$ cat src/rtl/eql_resp_pkg.sv
// Shared types for the eql_responder slice:
// FSM state encoding and cc_mux compare-select codes.
package eql_resp_pkg;

  typedef enum logic [1:0] {
    IDLE  = 2'b00,
    COUNT = 2'b01,
    HIT   = 2'b10
  } state_t;

  localparam logic [1:0] SEL_ZERO = 2'b00;
  localparam logic [1:0] SEL_AB   = 2'b01;
  localparam logic [1:0] SEL_AC   = 2'b10;
  localparam logic [1:0] SEL_HOLD = 2'b11;

endpackage

$ cat src/rtl/eql_responder_edge_det.sv
// Registered change / rising-edge detector.
// RISE=0 flags any change of d_i, RISE=1 flags 0->1 bits.
module edge_det #(
  parameter int W    = 1,
  parameter bit RISE = 1'b0
) (
  input  logic         clk_i,
  input  logic         rst_i,
  input  logic [W-1:0] d_i,
  output logic         edge_o
);

  logic [W-1:0] prev_q;

  always_ff @(posedge clk_i or posedge rst_i) begin
    if (rst_i) prev_q <= '0;
    else       prev_q <= d_i;
  end

  if (RISE) begin : g_rise
    assign edge_o = |(d_i & ~prev_q);
  end else begin : g_chg
    assign edge_o = (d_i != prev_q);
  end

endmodule

$ cat src/rtl/eql_responder.sv
// Compare/count responder for the interrupt handler.
// Define EQL_RESP_TIMEOUT_EN to build the ackout-low watchdog.
module eql_responder
  import eql_resp_pkg::*;
#(
  parameter int         WIDTH   = 8,
  parameter logic [7:0] LIMIT   = 8'd15,
  parameter logic [7:0] TIMEOUT = 8'd16
) (
  input  logic             clock,
  input  logic             reset,
  input  logic [1:0]       cc_mux,
  input  logic [1:0]       uscite,
  input  logic             enable_count,
  input  logic             ackout,
  input  logic [WIDTH-1:0] data_a,
  input  logic [WIDTH-1:0] data_b,
  input  logic [WIDTH-1:0] data_c,
  output logic             eql,
  output logic             cont_eql,
  output logic [1:0]       code,
  output logic             code_valid,
  output logic [7:0]       ack_count,
  output logic             busy,
  output logic             timeout
);

  state_t     state_q;
  logic [7:0] count_q;
  logic       cont_q;
  logic       eql_q;
  logic [1:0] code_q;
  logic       cv_q;
  logic [7:0] ack_q;
  logic       usc_chg;
  logic       ack_rise;

  edge_det #(.W(2), .RISE(1'b0)) u_usc (
    .clk_i  (clock),
    .rst_i  (reset),
    .d_i    (uscite),
    .edge_o (usc_chg)
  );

  edge_det #(.W(1), .RISE(1'b1)) u_ack (
    .clk_i  (clock),
    .rst_i  (reset),
    .d_i    (ackout),
    .edge_o (ack_rise)
  );

  always_ff @(posedge clock or posedge reset) begin
    if (reset) begin
      eql_q <= 1'b0;
    end else begin
      unique case (cc_mux)
        SEL_ZERO: eql_q <= 1'b0;
        SEL_AB:   eql_q <= (data_a == data_b);
        SEL_AC:   eql_q <= (data_a == data_c);
        SEL_HOLD: eql_q <= eql_q;
      endcase
    end
  end

  // ">=" also catches a count parked at LIMIT-1 in IDLE
  always_ff @(posedge clock or posedge reset) begin
    if (reset) begin
      state_q <= IDLE;
      count_q <= 8'd0;
      cont_q  <= 1'b0;
    end else begin
      cont_q <= 1'b0;
      unique case (state_q)
        IDLE: begin
          if (enable_count) begin
            if (count_q >= LIMIT - 8'd1) begin
              count_q <= LIMIT;
              cont_q  <= 1'b1;
              state_q <= HIT;
            end else begin
              count_q <= count_q + 8'd1;
              state_q <= COUNT;
            end
          end
        end
        COUNT: begin
          if (!enable_count) begin
            state_q <= IDLE;
          end else if (count_q >= LIMIT - 8'd1) begin
            count_q <= LIMIT;
            cont_q  <= 1'b1;
            state_q <= HIT;
          end else begin
            count_q <= count_q + 8'd1;
          end
        end
        HIT: begin
          count_q <= 8'd0;
          state_q <= IDLE;
        end
        default: begin
          count_q <= 8'd0;
          state_q <= IDLE;
        end
      endcase
    end
  end

  always_ff @(posedge clock or posedge reset) begin
    if (reset) begin
      code_q <= 2'b00;
      cv_q   <= 1'b0;
      ack_q  <= 8'd0;
    end else begin
      cv_q <= usc_chg;
      if (usc_chg) code_q <= uscite;
      if (ack_rise && ack_q != 8'hFF) ack_q <= ack_q + 8'd1;
    end
  end

`ifdef EQL_RESP_TIMEOUT_EN
  logic [7:0] wdog_q;
  logic [7:0] wdog_d;
  logic       tmo_q;

  always_comb begin
    wdog_d = 8'd0;
    if (!ackout && enable_count)
      wdog_d = (wdog_q == 8'hFF) ? wdog_q : wdog_q + 8'd1;
  end

  always_ff @(posedge clock or posedge reset) begin
    if (reset) begin
      wdog_q <= 8'd0;
      tmo_q  <= 1'b0;
    end else begin
      wdog_q <= wdog_d;
      if (wdog_d >= TIMEOUT) tmo_q <= 1'b1;
    end
  end

  assign timeout = tmo_q;
`else
  assign timeout = 1'b0;
`endif

  assign eql        = eql_q;
  assign cont_eql   = cont_q;
  assign code       = code_q;
  assign code_valid = cv_q;
  assign ack_count  = ack_q;
  assign busy       = (state_q != IDLE);

endmodule

$ cat config.mk
export PLATFORM = sky130hd
export DESIGN_NAME = eql_responder
export DESIGN_NICKNAME = d
export VERILOG_FILES = /design/src/rtl/eql_resp_pkg.sv /design/src/rtl/eql_responder_edge_det.sv /design/src/rtl/eql_responder.sv
export SDC_FILE = /design/constraint.sdc
export NUM_CORES = 1
export LEC_CHECK = 0
export CAP_MARGIN = 10
export CORE_AREA = 2 2 61 63
export DETAILED_ROUTE_END_ITERATION = 10
export DIE_AREA = 0 0 63 65
export GPL_ROUTABILITY_DRIVEN = 0
export PLACE_DENSITY = 0.73
export REMOVE_ABC_BUFFERS = 1
export SLEW_MARGIN = 20
export SYNTH_ARGS = -nofsm -noshare
export SYNTH_HDL_FRONTEND = slang
export SYNTH_SLANG_ARGS = --single-unit
$ cat constraint.sdc
create_clock -name clock -period 1.55 [get_ports clock]
set_input_delay 0.2325 -clock clock [delete_from_list [all_inputs] [get_ports clock]]
set_output_delay 0.2325 -clock clock [all_outputs]
set_load 0.1 [all_outputs]
==> summary.md, run 1 <==
| Metric | Value |
|---|---|
| DIE AREA | 4095 um2 |
| Max-Cap Viols | 0 |
| Status | complete, no violations |
| CP max stage delay | 0.41 ns |
| Netlist cell types | 32 |
| TritonCTS Sinks | 26 |
| Final #Nets | 222 |
| Vias/cell | 4.659 |
| Largest net degree at the start of global routing | 27 |
| Ports | 47 |
| H-tree levels | 1 |
| Final Skew | 0.01035 ns |
| Fmax | 653.1 MHz |
| Mean cell area of the mapped netlist | 11.09 um2 |
| Slew Viols, Final | 0 |
| Critical path type | register to register |
| Power per Cell Area | 1802 nW/um2 |
| Top post-synthesis cells by area | dfrtp_1, mux2i_1, xnor2_1 |
| Hold Crit Class | primary input to asynchronous set/reset pin |
| Setup TNS | 0 ns |
| Synth Warn # | 0 |
| Most frequent cells in the layout | clkdlybuf4s50_1, dfrtp_1, buf_4 |
| Drt wl/cell | 12.80 um |
| CP arrival | 1.74 ns |
| HPWL Detailed | 2296 um |
| Min cycle time layout | 1.531 ns |
| Root Driver | clkbuf_4 |
| Total Wirelength | 2970 um |
| Sequential fraction of the synthesis area | 49.29% |
| Worst slack at placement | -0.5546 ns |
| Nature of the critical path startpoint | register |
| CORE AREA | 3496 um2 |
| Cell area after synthesis | 1320 um2 |
| Peak supply drop | 1415 uV |
| Die H | 65 um |
| Layout fillers | 280 |
| Grt ovf | 0 |
| Area leader, netlist | dfrtp_1 |
| Number of global-route vias before repair | 1108 |
| Cell row count | 22 |
| Area grow syn2layout | 65.40% |
| Top cell type's share of synthesized area | 49.29% |
| Most frequent CP cell | and3_4 |
| Leak | 0.9996 nW |
| Total Power | 0.003935 W |
| Via count | 1081 |
| Fin worst setup slack | 0.01888 ns |
| TritonCTS clock tree | yes |
| Die Wd | 63 um |
| Hold Buf Count CTS | 0 |
| CTS Buf Count | 3 |
| I/O Buffers | 45 |
| Post-route clock period utilization | 98.78% |
| Crit-path cells | ha_2, and3b_2, and3_4, and3_4, mux2_4 |
| ANT cells | 0 |
| Main synth FF type | dfrtp_1 |
| Final number of setup-violating endpoints | 0 |
| Ys async rst share | 100.0% |
| Skew-Pair Late Insertion Delay | 0.31 ns |
| Clk slew on worst S/H paths | 0.14 ns |
| RSZ-0062 raised after global routing | true |
| Initial Util | 37.76% |
| Dpl cells | 220 |
| Reg2Reg Launch Point | ack_count[1] |
| Drt drc | 0 |
| Endpoints failing hold | 0 |
| RR Endpoint | ack_count[6] |
| Commonest non-fill, non-tap cell in the layout | clkdlybuf4s50_1 |
| Post-synth EDFFs | 0 |
| CP Capture Type | register |
| Initial DRC Count | 39 |
| Initial antenna violation count | 0 |
| CP Data Required Time | 1.75 ns |
| Reg2Reg Depth | 5 |
| Crit Path Max Fanout | 2 |
| Layout cells sized above 1 | 30.43% |
| Drt pass-1 iters | 4 |
| Tot GR Track Use | 15.18% |
| Global-route wire length before repair | 4954 um |
| Final ANT Viol Nets | 0 |
| Cell count after synthesis | 119 |
| Slowest cell on crit path | dfrtp_1 |
| Yosys reg bits | 26 |
| Final core utilization | 62.46% |
| Layout Cells excl Fill | 232 |
| Clock Path Buffers | 2 |
| Slack of the worst reg-to-reg path | 0.02 ns |
-- flip-flops by register name, summed over array words and instances, names as in the netlist --
signal / count
state_q: 2
ack_count: 8
u_ack.prev_q: 1
code: 2
cont_eql: 1
eql: 1
count_q: 8
code_valid: 1
u_usc.prev_q: 2
-- per-layer routing --
| metal | part of all wire (%) | track usage (%) |
|---|---|---|
| met3 | 3.5 | 2.778 |
| met2 | 52 | 27.66 |
| met1 | 44 | 18.63 |
| met5 | 0 | 0 |
| met4 | 0.67 | 3.333 |
-- timing repair --
item                                    4_1_cts  5_1_grt
pin swaps                                     1        6
gates resized for setup                       4       10
endpoints found under the hold margin         0        0
endpoints found under the setup margin        3        6
setup buffers                                 0        8
-- cell type report --
cell class,instances,area (um2),share of cell area (%)
clock buffer,4,36.28,1.662
inverter,7,26.28,1.203
multi-input combinational,82,663.1,30.37
sequential,26,651.9,29.86
tap,48,60.06,2.751
timing repair buffer,65,745.7,34.15
-- logic make-up (layout without fill, tap and decap cells) --
| logic type | Yosys count | after routing | synth area share [%] |
|---|---|---|---|
| and+or+nand+nor | 38 | 38 | 16.30 |
| DFF | 26 | 26 | 49.29 |
| xor gates and xnor gates | 16 | 16 | 10.62 |
| muxes | 12 | 12 | 9.479 |
| buffers and inverters | 11 | 76 | 3.982 |
| AOI/OAI and AO/OA | 10 | 10 | 5.308 |
| adders and majority gates | 5 | 5 | 4.739 |
| other | 1 | 1 | 0.2841 |
-- synthesized netlist by cell type (all sizes together) (2+ instances only) --
library cell   n
nand4          2
inv            7
nand2b         2
dfrtp         26
ha             5
a21oi          3
nor2b          2
xnor2          9
nor3           5
and3           4
nand2          5
mux2i          8
and2           3
xor2           7
o21ai          2
nand3          2
nor2           7
buf            2
mux2           4
nor4           2
clkbuf         2
a211oi         2
-- power breakdown --
part	internal (W)	switching (W)	total [W]	leakage, nW
registers	0.000883	0.000172	0.00105	0.317
logic	0.00104	0.00151	0.00255	0.661
clock network	0.000143	0.000192	0.000335	0.0210
total	0.00206	0.00187	0.00393	1.00
-- critical path: cells and delay by family, from the launching register on --
kind                       cells  cell delay (ns)
and+or+nand+nor                3             0.53
muxes                          1             0.29
adders and majority gates      1             0.19
DFF                            1             0.41
-- how the worst max path moves through the flow --
stage                       from            to
CTS                    cc_mux[1]           eql
floorplan           ack_count[0]  ack_count[6]
finish              ack_count[1]  ack_count[6]
global route        ack_count[1]  ack_count[6]
detailed placement     cc_mux[1]           eql
global placement       cc_mux[1]           eql
-- per-stage QoR --
step,cell area [um2],hold WS (ns)
after global routing,2183,0.2918
final,2183,0.2624
after detailed placement,2034,0.4771
after CTS,2087,0.2769
after global placement,2034,0.4700
after floorplan,1294,0.2639
(Power assumes the default switching activity.)
==> run 2: changes to the inputs <==
Settings changed: CORE_AREA 2 2 61 63 to 2 2 55 57, DIE_AREA 0 0 63 65 to 0 0 57 59, DONT_BUFFER_PORTS set to 1, PLACE_DENSITY 0.73 to 0.65.
==> summary.md, run 2 (synthesized netlist as in run 1, its figures left out) <==
| Metric | Value |
|---|---|
| Peak supply drop | 1392 uV (-1.6%) |
| Number of global-route vias before repair | 905 (-18%) |
| Final #Nets | 179 (-19%) |
| Post-route clock period utilization | 99.17% (+0.39 points) |
| Ports | 47 (unchanged) |
| Nature of the critical path startpoint | register |
| Top sig layer | met4 |
| I/O Buffers | 0 (-100%) |
| Skew-Pair Late Insertion Delay | 0.30 ns (about the same) |
| CORE AREA | 2710 um2 (-22%) |
| Max-Cap Viols | 0 (unchanged) |
| Power per Cell Area | 2026 nW/um2 (+12%) |
| Clk slew on worst S/H paths | 0.13 ns (about the same) |
| Initial Util | 48.71% (+11 points) |
| Drt pass-1 iters | 3 (-1) |
| Cell row count | 19 (-14%) |
| TritonCTS Sinks | 26 (unchanged) |
| Min cycle time layout | 1.537 ns (+0.006006 ns) |
| Met3 WL | 177 um (+69%) |
| Final Skew | 0.009159 ns (-0.001194 ns) |
| Tot GR Track Use | 13.64% (-1.5 points) |
| DIE AREA | 3363 um2 (-18%) |
| Most frequent cells in the layout | dfrtp_1, buf_4, xnor2_1 |
| Leak | 0.7317 nW (-27%) |
| CTS Buf Count | 3 (unchanged) |
| Endpoints failing hold | 0 (unchanged) |
| CP Data Required Time | 1.76 ns (about the same) |
| Final core utilization | 57.39% (-5.1 points) |
| H-tree levels | 1 (unchanged) |
| Final ANT Viol Nets | 0 (unchanged) |
| Dpl cells | 162 (-26%) |
| Initial DRC Count | 5 (-87%) |
| Status | complete, no violations |
| Met1 WL | 938 um (-27%) |
| ANT cells | 0 (unchanged) |
| Commonest non-fill, non-tap cell in the layout | dfrtp_1 |
| Worst hold path depth | 2 |
| Initial antenna violation count | 0 (unchanged) |
| Vias/cell | 5.304 (+14%) |
| Design Area, Final | 1555 um2 (-29%) |
| Drt wl/cell | 13.32 um (+4.1%) |
| Total Wirelength | 2278 um (-23%) |
| Final number of setup-violating endpoints | 0 (unchanged) |
| TritonCTS clock tree | yes |
| Hold Crit Class | primary input to register |
| RSZ-0062 raised after global routing | true |
| Layout cells sized above 1 | 25.00% (-5.4 points) |
| Slew Viols, Final | 0 (unchanged) |
| Grt ovf | 0 (unchanged) |
| Root Driver | clkbuf_4 |
| Dpl cell area | 1453 um2 (-29%) |
| Via count | 907 (-16%) |
| Reg2Reg Depth | 5 (unchanged) |
| Layout Cells excl Fill | 171 (-26%) |
| Area grow syn2layout | 17.82% |
| Setup TNS | 0 ns (unchanged) |
| Met2 WL | 1142 um (-26%) |
| Die Wd | 57 um (-9.5%) |
| Clock Path Buffers | 2 (unchanged) |
| Fmax | 650.6 MHz (-0.39%) |
| CP Capture Type | register |
| Global-route wire length before repair | 3629 um (-27%) |
| Largest net degree at the start of global routing | 27 (unchanged) |
| Critical path type | register to register |
| Die H | 59 um (-9.2%) |
| HPWL Detailed | 1703 um (-26%) |
| CP arrival | 1.74 ns (about the same) |
| Drt drc | 0 (unchanged) |
| Crit Path Max Fanout | 3 (+1) |
==> run 2: cell types whose count changed in the layout (fill, tap and decap cells not counted), moves of 2 or more <==
cell,delta
dlygate4sd3_1,+4
clkdlybuf4s50_1,-29
dlymetal6s2s_1,-2
mux2i_1,+2
buf_12,-14
buf_4,-2
==> run 2: layer usage <==
| layer | track usage, % | vias to the layer above |
|---|---|---|
| met5 | 0 | - |
| met2 | 24.47 | 34 |
| met4 | 2.990 | 0 |
| met1 | 16.83 | 419 |
| li1 | - | 450 |
| met3 | 3.275 | 4 |
==> run 2: area by class of cell <==
cell class	instances	area, um2
repair buffers	22	175.2
well taps	31	38.79
multi-input cells	82	641.9
clock buffers	3	22.52
flip-flops and latches	26	650.6
inverters	7	26.28
fillers	238	1155
==> run 2: power by group <==
group	leakage (nW)	switching [W]	internal, W
Clock	0.0138	0.000171	0.0000906
Sequential	0.319	0.000169	0.000881
Combinational	0.399	0.00137	0.000471
Total	0.732	0.00171	0.00144
==> run 2: final timing paths <==
| path | from | slack [ns] | to |
|---|---|---|---|
| worst max-delay path | ack_count[1] | 0.01 | ack_count[6] |
| worst min register to register | eql | 0.51 | eql |
| max in group asynchronous | reset | 0.90 | code[1] |
| worst max register to register | ack_count[1] | 0.01 | ack_count[6] |
| min in group asynchronous | reset | 0.40 | ack_count[6] |
| worst min-delay path | enable_count | 0.05 | state_q[0] |
==> run 2: timing repair <==
action	CTS	global route
endpoints found under the hold margin	29	0
endpoints found under the setup margin	2	4
buffers inserted	0	2
pin swaps	0	2
resized for setup	2	5
hold buffers	4	0
==> run 2: per-stage QoR <==
step | setup WS (ns) | hold slack [ns] | power [W]
floorplan | -0.6566 | 0.2639 | 0.002478
global placement | 0.04180 | 0.1905 | 0.002787
detailed placement | 0.01139 | 0.1913 | 0.002818
CTS | 0.01691 | 0.04421 | 0.003106
global route | -0.01987 | 0.05256 | 0.003334
finish | 0.01287 | 0.05197 | 0.003150
==> run 2: worst max-delay path, stage by stage (launching register included) <==
cell,delay (ns)
dfrtp_1,0.41
ha_2,0.19
and3b_2,0.21
and3_4,0.18
and3_4,0.17
mux2_4,0.28
==> run 3: changes to the inputs <==
Settings changed: SLEW_MARGIN 20 to 25.
==> results of run 3 <==
Same layout as run 2: the final DEF is identical, and so are final timing and power.
